==> src/rtl/regfile_wr_arbiter.sv <==
// Two-source arbiter for the RegisterFile write port: fixed priority to p0 with a p1 starvation guard.
// Optional pending-write scoreboard enabled by defining RF_ARB_SCOREBOARD_EN.
module regfile_wr_arbiter #(
  parameter int AW           = 5,
  parameter int DW           = 32,
  parameter int STARVE_LIMIT = 4
) (
  input  logic              clk,
  input  logic              rst,
  input  logic              p0_valid,
  output logic              p0_ready,
  input  logic [AW-1:0]     p0_rd,
  input  logic [DW-1:0]     p0_wd,
  input  logic              p1_valid,
  output logic              p1_ready,
  input  logic [AW-1:0]     p1_rd,
  input  logic [DW-1:0]     p1_wd,
  output logic              rf_we,
  output logic [AW-1:0]     rf_rd,
  output logic [DW-1:0]     rf_wd,
  input  logic              issue_valid,
  input  logic [AW-1:0]     issue_rd,
  output logic [2**AW-1:0]  busy
);

  localparam int          SW      = $clog2(STARVE_LIMIT + 1);
  localparam logic [SW-1:0] LIMIT_C = SW'(STARVE_LIMIT);

  logic [SW-1:0] starve_q, starve_d;
  logic          rf_we_q;
  logic [AW-1:0] rf_rd_q;
  logic [DW-1:0] rf_wd_q;

  logic          p1_starved;
  logic          xfer;
  logic [AW-1:0] sel_rd;
  logic [DW-1:0] sel_wd;

  always_comb begin
    p1_starved = p1_valid && (starve_q == LIMIT_C);
    p0_ready   = !rst && p0_valid && !p1_starved;
    p1_ready   = !rst && p1_valid && !(p0_valid && !p1_starved);
    xfer       = p0_ready || p1_ready;
    sel_rd     = p0_ready ? p0_rd : p1_rd;
    sel_wd     = p0_ready ? p0_wd : p1_wd;

    starve_d = starve_q;
    if (!p1_valid || p1_ready) begin
      starve_d = '0;
    end else if (starve_q != LIMIT_C) begin
      starve_d = starve_q + 1'b1;
    end
  end

  always_ff @(posedge clk) begin
    if (rst) begin
      starve_q <= '0;
      rf_we_q  <= 1'b0;
      rf_rd_q  <= '0;
      rf_wd_q  <= '0;
    end else begin
      starve_q <= starve_d;
      // Writes to x0 complete the handshake but never reach the RegisterFile.
      rf_we_q  <= xfer && (sel_rd != '0);
      if (xfer) begin
        rf_rd_q <= sel_rd;
        rf_wd_q <= sel_wd;
      end
    end
  end

  // A write staged last cycle is squashed if reset arrives before the RegisterFile commits it.
  assign rf_we = rf_we_q && !rst;
  assign rf_rd = rf_rd_q;
  assign rf_wd = rf_wd_q;

`ifdef RF_ARB_SCOREBOARD_EN
  logic [2**AW-1:0] busy_q, busy_d;

  generate
    for (genvar gi = 0; gi < 2**AW; gi++) begin : g_busy
      if (gi == 0) begin : g_x0
        assign busy_d[gi] = 1'b0;
      end else begin : g_xn
        // A new issue to the same register overrides the retiring write's clear.
        assign busy_d[gi] = (issue_valid && (issue_rd == AW'(gi))) ||
                            (busy_q[gi] && !(rf_we && (rf_rd == AW'(gi))));
      end
    end
  endgenerate

  always_ff @(posedge clk) begin
    if (rst) begin
      busy_q <= '0;
    end else begin
      busy_q <= busy_d;
    end
  end

  assign busy = busy_q;
`else
  logic unused_issue;
  assign unused_issue = ^{issue_valid, issue_rd};
  assign busy = '0;
`endif

endmodule

==> config.mk <==
export PLATFORM = sky130hd
export DESIGN_NAME = regfile_wr_arbiter
export DESIGN_NICKNAME = d
export VERILOG_FILES = /design/src/rtl/regfile_wr_arbiter.sv
export SDC_FILE = /design/constraint.sdc
export NUM_CORES = 1
export LEC_CHECK = 0
export ABC_CLOCK_PERIOD_IN_PS = 2600
export BUFFER_PORTS_ARGS = -buffer_cell sky130_fd_sc_hd__buf_4
export CAP_MARGIN = 20
export CORE_MARGIN = 2
export CORE_UTILIZATION = 42
export CTS_CLUSTER_DIAMETER = 80
export DETAILED_ROUTE_END_ITERATION = 16
export PLACE_DENSITY = 0.85
export SETUP_SLACK_MARGIN = 0.5
export SLEW_MARGIN = 20
export SYNTH_ARGS = -nofsm -noshare
export SYNTH_HDL_FRONTEND = slang
export SYNTH_SLANG_ARGS = --single-unit
==> constraint.sdc <==
create_clock -name clk -period 2.6 [get_ports clk]
set_clock_uncertainty 0.1 [all_clocks]
set_input_delay 0.52 -clock clk [delete_from_list [all_inputs] [get_ports clk]]
set_output_delay 0.52 -clock clk [all_outputs]
set_load 0.01 [all_outputs]
==> flow_summary.json <==
{
  "p_leak_uw": 0.00139,
  "yosys_warnings": 0,
  "crit_required_ns": 1.98,
  "synth-xor-area-share_pct": 0,
  "drive_gt1_share_pct": 43.0,
  "worstPathMaxFanout": 17,
  "period_share_pct": 76.8,
  "crit_path_start": "starve_q[0]",
  "status": "finished clean",
  "ys_types": 28,
  "grt_max_degree": 31,
  "critical_path_buf_inv_count": 2,
  "nets": 401,
  "path_class": "reg2out",
  "place.gp.congestion": 0.881,
  "ys_ff_latch": 41,
  "synth_compound_area_share_pct": 21.3,
  "die-area_um2": 5270,
  "setup_viol_count_final": 0,
  "synth_edf_count": 0,
  "drtIter0Drc": 71,
  "firstDrtPassIters": 4,
  "synth_top_area_share_pct": 41.5,
  "chipHeight_um": 72.6,
  "crit_path_start_kind": "flop",
  "clk_latency_ns": 0.30,
  "drc_errors": 0,
  "powerDensity_nw_per_um2": 501,
  "nFillCells": 405,
  "maxSlewViolCount": 0,
  "fmax_mhz": 501,
  "wl_um": 5180,
  "yosys.area_share.simple_pct": 18.9,
  "setup_slack_ns": 0.602,
  "fp.dieW_um": 72.6,
  "start_util_pct": 44.5,
  "syn_area_um2": 1980,
  "hold_path_depth": 1,
  "period_needed_ns": 2.00,
  "grt_pass1_wl_um": 8110,
  "synthArstFlopShare_pct": 0,
  "clock_sinks": 41,
  "grt_overflow": 0,
  "finalHoldViolCount": 0,
  "synth_top_family_by_area": "compound AO/OA/AOI/OAI gates",
  "cp_top_family": "simple AND/OR/NAND/NOR gates",
  "synth_fa_ha_area_share_pct": 1.27,
  "synthTopCellsByArea": "dfxtp_1, a221o_1, buf_4",
  "rsz0062_at_grt": "no",
  "synth_flop_cell": "dfxtp_1",
  "rr_startpoint": "starve_q[0]",
  "grtUsageTotal_pct": 19.5,
  "vias_per_cell": 5.02,
  "area_growth_pct": 45.1,
  "fin_area_um2": 2870,
  "clockRootBuffer": "clkbuf_8",
  "core_area_um2": 4440,
  "drv_cap": 0,
  "htree_num_levels": 2,
  "peakVddDrop_mv": 0.307,
  "reg2reg_to": "rf_wd[12]",
  "r2r_setup_slack_ns": 0.84,
  "portBuffers": 117,
  "antenna_left": 0,
  "endpoint": "p0_ready",
  "grt_pass1_vias": 1813,
  "r2r_cells": 6,
  "place_area_um2": 2760,
  "numCtsBuffers": 5,
  "critPathMaxStageDelay_ns": 0.34,
  "tightestPinTransition_ns": 0.822,
  "pre_cts_ws_ns": 0.474,
  "avgRoutedWirePerCell_um": 14.1,
  "synth_common_cells": "dfxtp_1, buf_4, a221o_1, and2_1, nor2_1",
  "muxShareOfSynthArea_pct": 0.507,
  "antenna_found_initial": 0,
  "synthCells": 203,
  "slowest_stage": "dfxtp_2",
  "critPathArrivalTime_ns": 1.38,
  "fin_setup_tns_ns": 0,
  "avgSynthCellArea_um2": 9.73,
  "postCtsHoldBufs": 0,
  "vias": 1847,
  "path_cells": "inv_1 > ha_1 > and3_4 > nor2_4 > buf_4",
  "antenna_cells": 0,
  "hpwl_um": 3970,
  "yosysMostFrequentCell": "dfxtp_1",
  "slew_headroom_pct": 44.9,
  "clkTransAtPathRegs_ns": 0.08,
  "crit_path_end_kind": "primary output",
  "cp_num_cells": 5,
  "io_pins": 156,
  "yosys.area.top_type": "dfxtp_1",
  "hp-class": "reg2reg",
  "ys_seq_area_share_pct": 41.5,
  "clockBufferDepth": 2,
  "cts_tree": "built",
  "std_cell_rows": 24
}
[placed cells by master (no fill, tap or decap), types with 2 or more instances in the layout]
cell and count:
buf_4 120, dfxtp_1 40, conb_1 32, and2_1 30, a221o_1 30, nor2_1 12, o21ai_0 7, or3b_1 7
a311oi_1 7, clkbuf_8 6, inv_1 3, nand2_1 2, ha_1 2
[cell type report]
| cell class | instances | area, µm² | area share, % |
|---|---|---|---|
| clock inverter | 2 | 13.8 | 0.480 |
| tap | 52 | 65.1 | 2.27 |
| multi-input combinational | 144 | 971 | 33.9 |
| clock buffer | 6 | 82.6 | 2.88 |
| timing repair buffer | 120 | 901 | 31.4 |
| inverter | 3 | 11.3 | 0.393 |
| sequential | 41 | 822 | 28.7 |
[per-stage QoR]
step | hold WS (ns) | std cells | utilization, % | power, µW
after floorplan | 0.317 | 234 | - | 866
after CTS | 0.327 | 368 | 64.5 | 1450
after global placement | 0.331 | 360 | 62.1 | 1010
after detailed placement | 0.344 | 360 | 62.1 | 1010
after global routing | 0.331 | 368 | 64.5 | 1500
final | 0.318 | 368 | 64.5 | 1440
[logic make-up after synthesis]
logic type,after synthesis
flip-flops,41
adder cells (fa/ha/maj),2
multiplexers,1
AND/OR/NAND/NOR,62
AO/OA/AOI/OAI,47
buffers and inverters,49
other,1
[flip-flops by register name, summed over array words and instances, names as in the netlist]
name,count
rf_rd,5
rf_wd,32
rf_we_q,1
starve_q,3
[repair_timing]
action | in CTS | in global routing
pin swaps | 0 | 0
endpoints found under the setup margin | 1 | 1
setup buffers | 0 | 0
resized for setup | 3 | 1
endpoints found under the hold margin | 0 | 0
[how the worst min path moves through the flow]
stage	from	to	slack [ns]
2_1_floorplan	starve_q[0]	starve_q[0]	0.32
3_3_place_gp	starve_q[0]	starve_q[0]	0.33
3_5_place_dp	starve_q[0]	starve_q[0]	0.34
4_1_cts	p0_wd[24]	rf_wd[24]	0.33
5_1_grt	p0_wd[22]	rf_wd[22]	0.33
6_report	starve_q[0]	starve_q[0]	0.32
[metal layers]
metal / part of all wire, % / global-route usage, % / up-vias
li1: - / - / 899
met1: 41 / 23.3 / 837
met2: 47 / 33.2 / 105
met3: 10 / 6.35 / 6
met4: 1.2 / 6.38 / 0
met5: 0 / 0 / -
[power by group]
| group | total, µW | internal, µW | switching (µW) | leakage (µW) |
|---|---|---|---|---|
| logic | 305 | 174 | 131 | 0.000997 |
| registers | 694 | 673 | 21.5 | 0.000340 |
| clock network | 437 | 215 | 222 | 0.0000512 |
| total | 1440 | 1060 | 374 | 0.00139 |
No activity file was read; power rests on OpenSTA's default activity.
